**src/rtl/sram_initiator.sv**
```systemverilog
// ============================================================================
// sram_initiator
// ----------------------------------------------------------------------------
// Purpose:
//   Bridges a simple valid/ready host request/response channel onto a
//   single-port synchronous-write SRAM with a combinational read port.
//   Each host request becomes exactly one SRAM access followed by one
//   response. A memory-fill engine can also sweep fill_value across
//   addresses 0..FILL_LAST, one word per cycle.
//
// Ports:
//   clk, rstn            clock (rising edge) and async active-low reset
//   i_req_valid          host request valid
//   o_req_ready          initiator can accept a request this cycle
//   i_req_we             byte write enables, 4'h0 means read
//   i_req_addr           request word address
//   i_req_wdata          request write data
//   o_rsp_valid          response valid
//   i_rsp_ready          host accepts the response
//   o_rsp_rdata          read data, 0 for write responses
//   i_fill_start         start a memory fill
//   i_fill_value         fill data, sampled when the fill is accepted
//   o_fill_busy          fill in progress
//   o_fill_done          one-cycle pulse after the last fill write
//   o_mem_cs             SRAM chip select
//   o_mem_we             SRAM byte write enables
//   o_mem_addr           SRAM word address
//   o_mem_wdata          SRAM write data
//   i_mem_rdata          SRAM read data, valid in the cycle it is selected
// ============================================================================
module sram_initiator #(
    parameter int unsigned DATAWIDTH = 32,
    parameter int unsigned ADDRWIDTH = 16,
    parameter int unsigned FILL_LAST = (1 << ADDRWIDTH) - 1
) (
    input  logic                 clk,
    input  logic                 rstn,
    input  logic                 i_req_valid,
    output logic                 o_req_ready,
    input  logic [3:0]           i_req_we,
    input  logic [ADDRWIDTH-1:0] i_req_addr,
    input  logic [DATAWIDTH-1:0] i_req_wdata,
    output logic                 o_rsp_valid,
    input  logic                 i_rsp_ready,
    output logic [DATAWIDTH-1:0] o_rsp_rdata,
    input  logic                 i_fill_start,
    input  logic [DATAWIDTH-1:0] i_fill_value,
    output logic                 o_fill_busy,
    output logic                 o_fill_done,
    output logic                 o_mem_cs,
    output logic [3:0]           o_mem_we,
    output logic [ADDRWIDTH-1:0] o_mem_addr,
    output logic [DATAWIDTH-1:0] o_mem_wdata,
    input  logic [DATAWIDTH-1:0] i_mem_rdata
);

    localparam logic [ADDRWIDTH-1:0] LP_FILL_LAST = ADDRWIDTH'(FILL_LAST);

    typedef enum logic [1:0] {
        IDLE,
        ACCESS,
        RESP,
        FILL
    } state_t;

    state_t                 r_state;
    state_t                 w_state_nxt;
    logic [ADDRWIDTH-1:0]   r_fill_cnt;
    logic [ADDRWIDTH-1:0]   w_fill_cnt_nxt;
    logic                   w_fill_last;

    logic                   r_mem_cs;
    logic [3:0]             r_mem_we;
    logic [ADDRWIDTH-1:0]   r_mem_addr;
    logic [DATAWIDTH-1:0]   r_mem_wdata;
    logic                   w_mem_cs_nxt;
    logic [3:0]             w_mem_we_nxt;
    logic [ADDRWIDTH-1:0]   w_mem_addr_nxt;
    logic [DATAWIDTH-1:0]   w_mem_wdata_nxt;

    logic [DATAWIDTH-1:0]   r_rsp_rdata;
    logic                   r_fill_done;

    assign w_fill_last = (r_fill_cnt == LP_FILL_LAST);

    // Next-state logic. The SRAM bus is registered, so the value it must
    // carry in the next state is computed here alongside the transition:
    // the request fields are captured straight into the bus registers, and
    // during a fill the bus write-data register itself holds the fill value.
    always_comb begin
        w_state_nxt     = r_state;
        w_fill_cnt_nxt  = r_fill_cnt;
        w_mem_cs_nxt    = 1'b0;
        w_mem_we_nxt    = 4'h0;
        w_mem_addr_nxt  = '0;
        w_mem_wdata_nxt = '0;
        case (r_state)
            IDLE: begin
                if (i_fill_start) begin
                    w_state_nxt     = FILL;
                    w_fill_cnt_nxt  = '0;
                    w_mem_cs_nxt    = 1'b1;
                    w_mem_we_nxt    = 4'hF;
                    w_mem_addr_nxt  = '0;
                    w_mem_wdata_nxt = i_fill_value;
                end else if (i_req_valid) begin
                    w_state_nxt     = ACCESS;
                    w_mem_cs_nxt    = 1'b1;
                    w_mem_we_nxt    = i_req_we;
                    w_mem_addr_nxt  = i_req_addr;
                    w_mem_wdata_nxt = i_req_wdata;
                end
            end
            ACCESS: begin
                w_state_nxt = RESP;
            end
            RESP: begin
                if (i_rsp_ready) begin
                    w_state_nxt = IDLE;
                end
            end
            FILL: begin
                // Stop on the last address instead of letting the counter
                // roll over, so a full-range fill ends cleanly.
                if (w_fill_last) begin
                    w_state_nxt    = IDLE;
                    w_fill_cnt_nxt = '0;
                end else begin
                    w_fill_cnt_nxt  = r_fill_cnt + ADDRWIDTH'(1);
                    w_mem_cs_nxt    = 1'b1;
                    w_mem_we_nxt    = 4'hF;
                    w_mem_addr_nxt  = r_fill_cnt + ADDRWIDTH'(1);
                    w_mem_wdata_nxt = r_mem_wdata;
                end
            end
            default: begin
                w_state_nxt = IDLE;
            end
        endcase
    end

    // State register and fill address counter.
    always_ff @(posedge clk or negedge rstn) begin
        if (!rstn) begin
            r_state    <= IDLE;
            r_fill_cnt <= '0;
        end else begin
            r_state    <= w_state_nxt;
            r_fill_cnt <= w_fill_cnt_nxt;
        end
    end

    // Registered SRAM bus; everything drops to zero outside ACCESS/FILL.
    always_ff @(posedge clk or negedge rstn) begin
        if (!rstn) begin
            r_mem_cs    <= 1'b0;
            r_mem_we    <= 4'h0;
            r_mem_addr  <= '0;
            r_mem_wdata <= '0;
        end else begin
            r_mem_cs    <= w_mem_cs_nxt;
            r_mem_we    <= w_mem_we_nxt;
            r_mem_addr  <= w_mem_addr_nxt;
            r_mem_wdata <= w_mem_wdata_nxt;
        end
    end

    // Response data is captured at the end of the single ACCESS cycle and
    // then left untouched through RESP, so it stays stable under backpressure.
    // fill_done fires in the cycle after the last fill write.
    always_ff @(posedge clk or negedge rstn) begin
        if (!rstn) begin
            r_rsp_rdata <= '0;
            r_fill_done <= 1'b0;
        end else begin
            if (r_state == ACCESS) begin
                r_rsp_rdata <= (r_mem_we == 4'h0) ? i_mem_rdata : '0;
            end
            r_fill_done <= (r_state == FILL) && w_fill_last;
        end
    end

    // req_ready is gated by rstn so it reads 0 while reset is held.
    assign o_req_ready = rstn && (r_state == IDLE) && !i_fill_start;
    assign o_rsp_valid = (r_state == RESP);
    assign o_rsp_rdata = r_rsp_rdata;
    assign o_fill_busy = (r_state == FILL);
    assign o_fill_done = r_fill_done;
    assign o_mem_cs    = r_mem_cs;
    assign o_mem_we    = r_mem_we;
    assign o_mem_addr  = r_mem_addr;
    assign o_mem_wdata = r_mem_wdata;

endmodule
```
**config.mk**
```make
export PLATFORM = sky130hd
export DESIGN_NAME = sram_initiator
export DESIGN_NICKNAME = d
export VERILOG_FILES = /design/src/rtl/sram_initiator.sv
export SDC_FILE = /design/constraint.sdc
export NUM_CORES = 1
export LEC_CHECK = 0
export ABC_AREA = 1
export BUFFER_PORTS_ARGS = -buffer_cell sky130_fd_sc_hd__buf_4
export CAP_MARGIN = 20
export CORE_MARGIN = 3
export CORE_UTILIZATION = 48
export DETAILED_ROUTE_END_ITERATION = 10
export GPL_ROUTABILITY_DRIVEN = 0
export PLACE_DENSITY = 0.83
export SYNTH_ARGS = -nofsm -noshare
export SYNTH_HDL_FRONTEND = slang
export SYNTH_SLANG_ARGS = --single-unit
```
**constraint.sdc**
```tcl
create_clock -name clk -period 1.88 [get_ports clk]
set_input_delay 0.376 -clock clk [delete_from_list [all_inputs] [get_ports clk]]
set_output_delay 0.376 -clock clk [all_outputs]
set_load 0.01 [all_outputs]
```
Word-level counts from Yosys, hierarchy flattened

Cells that the tools add are included.
W data, S select, Z words.

Add/subtract/negate cells: 1
Equality and inequality tests: 8
Mux-type cells: 24
Reductions and logical operators: 9

Operators with widths:

| operator                | count |
|---|---|
| $mux W32                | 4 |
| $mux W16                | 4 |
| $pmux W16 S2            | 2 |
| $pmux W32 S2            | 1 |
| $add A16 B1 Y16 const B | 1 |
| $eq A16 B16 Y1 const B  | 1 |
| $mux W4                 | 3 |
| $mux W2                 | 4 |
| $pmux W2 S4             | 1 |
| $pmux W4 S2             | 1 |
| $eq A2 B2 Y1 const B    | 2 |
| $logic_not A4 Y1        | 1 |
| $ne A2 B1 Y1 const B    | 2 |
| $logic_and A1 B1 Y1     | 3 |
| $mux W1                 | 3 |
| $ne A3 B3 Y1 const B    | 1 |
| $reduce_and A3 Y1       | 1 |
| $eq A2 B1 Y1 const B    | 1 |
| $logic_not A2 Y1        | 1 |
| $ne A2 B2 Y1 const B    | 1 |
| $pmux W1 S2             | 1 |
| $reduce_and A2 Y1       | 1 |
| $reduce_bool A2 Y1      | 1 |
| $logic_not A1 Y1        | 1 |

Flip-flop bits (word level): 104
Bits of input ports: 121
Output and inout bits: 89
Logic and storage cells: 50

Logic depth before layout (Yosys ltp)

Depth after elaboration: 3
Mapped depth: 11
Depth with buffers taken out: 10

Least setup slack after synthesis

Ideal clock, no wire load.

Kind: reg2reg
Start point: reg r_state[0]
End point: reg r_fill_cnt[10]
Setup time: 133 ps
Data arrival time: 1446 ps
Required time: 1747 ps
Setup slack: 300 ps
Cell stages (with the launch flop): 9
Path buffers: 2
Clock period less this slack: 1580 ps
Cells stage by stage: dfrtp_1 -> inv_1 -> ha_1 -> buf_2 -> nand2_1 -> inv_2 -> a21oi_1 -> clkbuf_1 -> o21ai_0

Word-level cells in the longest chain between the ends: 3
Elaborated cells on any way between the ends: 6
Classes of those cells: eq/ne: 2; mux: 1; reduce/logical: 3

Ends and longest elaborated chain:

| element                                                             | RTL line | text |
|---|---|---|
| from (decl)                                                         | 66       | `state_t r_state;` |
| from (signal assigned)                                              | 148      | `r_state <= w_state_nxt;` |
| $eq A2 B2 Y1 / $logic_not A2 Y1 (equally long branches)             | 97       | `case (r_state)` |
| $reduce_bool A2 Y1 (no line) / $ne A2 B2 Y1 (equally long branches) | --       |  |
| $reduce_and A2 Y1 (no line)                                         | --       |  |
| to (signal assigned)                                                | 149      | `r_fill_cnt <= w_fill_cnt_nxt;` |
| to (decl)                                                           | 68       | `logic [ADDRWIDTH-1:0] r_fill_cnt;` |

Several ways; a longest one is shown, not always the timed one.
A chain may end at the register's enable or synchronous reset.

Worst setup path in the final report

Start point: reg r_state[0]
End point: out o_fill_busy

Word-level cells in the longest chain between the ends: 1

Ends and longest elaborated chain:

| element      | RTL line | text |
|---|---|---|
| $eq A2 B2 Y1 | 187      | `assign o_fill_busy = (r_state == FILL);` |
| to (decl)    | 48       | `output logic o_fill_busy,` |

Every way passes these cells.

==> metrics <==
syn avg cell area roughly 9 sq um; Rel. slew slack 61.7%; core area around 0.0095 sq mm; CP Launch Point r_state[0]$_DFFE_PN0P_; max-slew violation count 0; slowest stage delay, CP 0.42 ns; Chip Width 106 microns; total track usage 22.8%; max cap viols 0; CTS Sinks 104; final WL 13,100 microns; Register Area 0.00260 sq mm; area of the multi-input gates 0.00187 sq mm; Avg WL per Cell ~15 microns; first-pass GRT wire length 20,800 microns; die area between 0.01 and 0.015 sq mm; starting DRC count in detailed routing ~280; # fillers 686; crit path DAT 1.45 ns; Syn-to-layout area delta 42.9%; Final Core Density 72.5%; status completed; worst min path class in2async; nets 876; fraction of layout cells with a size suffix above 1 around two fifths; via count 4,537; number of remaining DRC errors 0; clock slew at reported path FFs 0.10 ns; VDD IR max 0.687 mV; Antenna Cells 0; Yosys cell types 28; Setup CP Type reg2out; r2r setup slk 0.09 ns; worst slew pin tran 0.574 ns; Worst Reg-to-Reg Cells 9; TNS Setup 0 ns; P_leak about 3.4 nW; crit path to o_fill_busy; vias in the first global route 4,404; Site Rows 35; Post-Syn Nets ~660; end of the worst register-to-register path o_mem_wdata[0]$_DFFE_PN0P_; Port Buffer Count ~210; Final Hold Vio Count 0; worst r2r src r_fill_cnt[11]$_DFFE_PN0P_; clock buffer depth 2; via/cell ratio 5.13; Final Critical Period 1.82 ns; synth warn 0; TritonCTS Buffers 9; synthesis-stage register bit count roughly 100; final setup violation count 0; Top cell by count, worst path buf_4; synthesized netlist cell count 533; PD cells 1200 mW/mm^2; root buf cell clkbuf_8; fmax 548 MHz; Post-DP HPWL around 10000 microns; DRT Pass-1 Iters 5; antenna viol nets, final 0; Post-Syn Area 0.00482 sq mm; CP max-delay cell dfrtp_1; endpoint type of the worst setup path primary output; I/O pins 210; Die Y between 100 and 150 microns; initial antenna violation count 0; largest net degree at the start of global routing around 110; CP bufs+invs 3; Initial Util 50.7%; Worst Path Max Fanout 9; Crit path max-delay family buffers and inverters; CP startpoint kind flip-flop; total grt overflow 0; final clock skew 0.0212 ns; CTS tree built; worst path cell trace buf_4 > ha_1 > buf_6 > buf_4; Critical Path RT roughly 1.5 ns; Crit. path cell count 4; fin crit share 97.1%; H-tree depth 3; register area share after synthesis 54.0%; Worst-Skew Late Latency 0.36 ns
## registers in the layout, indices dropped and copies added (netlist names)
| name | flops |
|---|---|
| o_rsp_rdata | 32 |
| o_mem_we | 4 |
| o_mem_addr | 16 |
| o_mem_wdata | 32 |
| r_fill_cnt | 16 |
| r_state | 2 |
| o_fill_done | 1 |
| o_mem_cs | 1 |
## layout make-up
class / count / area share [%]
timing repair buffer: 238 / 27.1
clock buffer: 10 / 2.00
multi-input combinational: 345 / 27.2
clock inverter: 6 / 0.745
inverter: 52 / 2.87
sequential: 104 / 37.8
tap: 129 / 2.34
## synthesized netlist by cell type
library cell | count | area, sq um
nor2_1 | 19 | 71.3
ha_1 | 5 | 62.6
or2_2 | 2 | 12.5
a22oi_1 | 32 | 240
buf_2 | 7 | 35.0
nand2_1 | 142 | 533
o21ai_1 | 8 | 40.0
o22ai_1 | 32 | 200
a21oi_1 | 24 | 120
o21ai_0 | 13 | 65.1
nor2_4 | 1 | 11.3
nor4_1 | 1 | 6.26
dfrtp_1 | 104 | 2600
buf_6 | 7 | 78.8
o211ai_1 | 1 | 7.51
o21bai_1 | 3 | 22.5
nor3_1 | 1 | 5.00
o21ai_2 | 31 | 272
inv_4 | 1 | 6.26
nand2_2 | 3 | 18.8
nand3_1 | 19 | 95.1
clkbuf_1 | 13 | 48.8
inv_1 | 50 | 188
buf_1 | 6 | 22.5
inv_2 | 1 | 3.75
nand4_1 | 3 | 18.8
nor2_2 | 1 | 6.26
xor2_1 | 3 | 26.3
## metal layers
| metal | track usage, % | wire length [microns] | up-vias |
|---|---|---|---|
| li1 | - | - | 2202 |
| met1 | 28.3 | 5260 | 2113 |
| met2 | 39.8 | 6640 | 199 |
| met3 | 3.70 | 923 | 23 |
| met4 | 8.97 | 289 | 0 |
| met5 | 0 | 0 | - |
## layout by cell type (no fill, tap or decap), types with 6 or more instances in the layout
cell      netlist  layout
buf_4           0     231
o21ai_0        13      13
nand2_1       142     142
nor2_1         19      16
a21oi_1        24      23
clkbuf_8        0      10
inv_1          50      48
o21ai_2        31      31
o22ai_1        32      32
nand3_1        19      19
o21ai_1         8       8
a22oi_1        32      32
dfrtp_1       104     104
buf_12          0       6
## per-stage QoR
step                power, mW  instances  cell area [sq um]  setup WS (ns)  hold WS, ns
floorplan                5.21        533               4820          0.300       0.0804
global placement         6.72        862               6620        -0.0600        0.468
detailed placement       6.85        862               6620         -0.125        0.471
CTS                      8.21        881               6840        0.00909        0.106
global route             8.79        884               6890        -0.0120        0.124
finish                   8.24        884               6890         0.0550       0.0930
## report_power, final
| part | internal [mW] | switching, mW | total, mW |
|---|---|---|---|
| Clock | 0.536 | 0.792 | 1.33 |
| Combinational | 1.71 | 2.09 | 3.80 |
| Sequential | 2.80 | 0.313 | 3.11 |
| Total | 5.04 | 3.19 | 8.24 |
## how the worst min path moves through the flow
stage                                startpoint                     endpoint  slack (ns)  cells past startpoint
floorplan                                  rstn        o_fill_done$_DFF_PN0_        0.08                      0
global placement    o_mem_wdata[13]$_DFFE_PN0P_  o_mem_wdata[13]$_DFFE_PN0P_        0.47                      2
detailed placement   o_mem_wdata[7]$_DFFE_PN0P_   o_mem_wdata[7]$_DFFE_PN0P_        0.47                      2
CTS                                        rstn      o_mem_addr[7]$_DFF_PN0_        0.11                      2
global route                               rstn  o_rsp_rdata[15]$_DFFE_PN0P_        0.12                      2
finish                                     rstn        o_mem_we[1]$_DFF_PN0_        0.09                      2
## kinds of logic (layout without fill, tap and decap cells)
kind of cell               after synthesis  count (layout)  synth area share, %
DFF                                    104             104                 54.0
buffers and inverters                   85             306                 7.94
AOI/OAI and AO/OA                      144             144                 20.1
and+or+nand+nor                        192             193                 16.1
adders and majority gates                5               5                 1.30
xor gates and xnor gates                 3               3                0.545
## repair_timing
action                     CTS  global route
gates cloned                 1             0
pin swaps                    1             2
setup endpoints to repair   48            46
gates resized for setup      2             5
setup buffers                2             4
hold buffers                 0             0
Power figures use the tool's default switching activity.
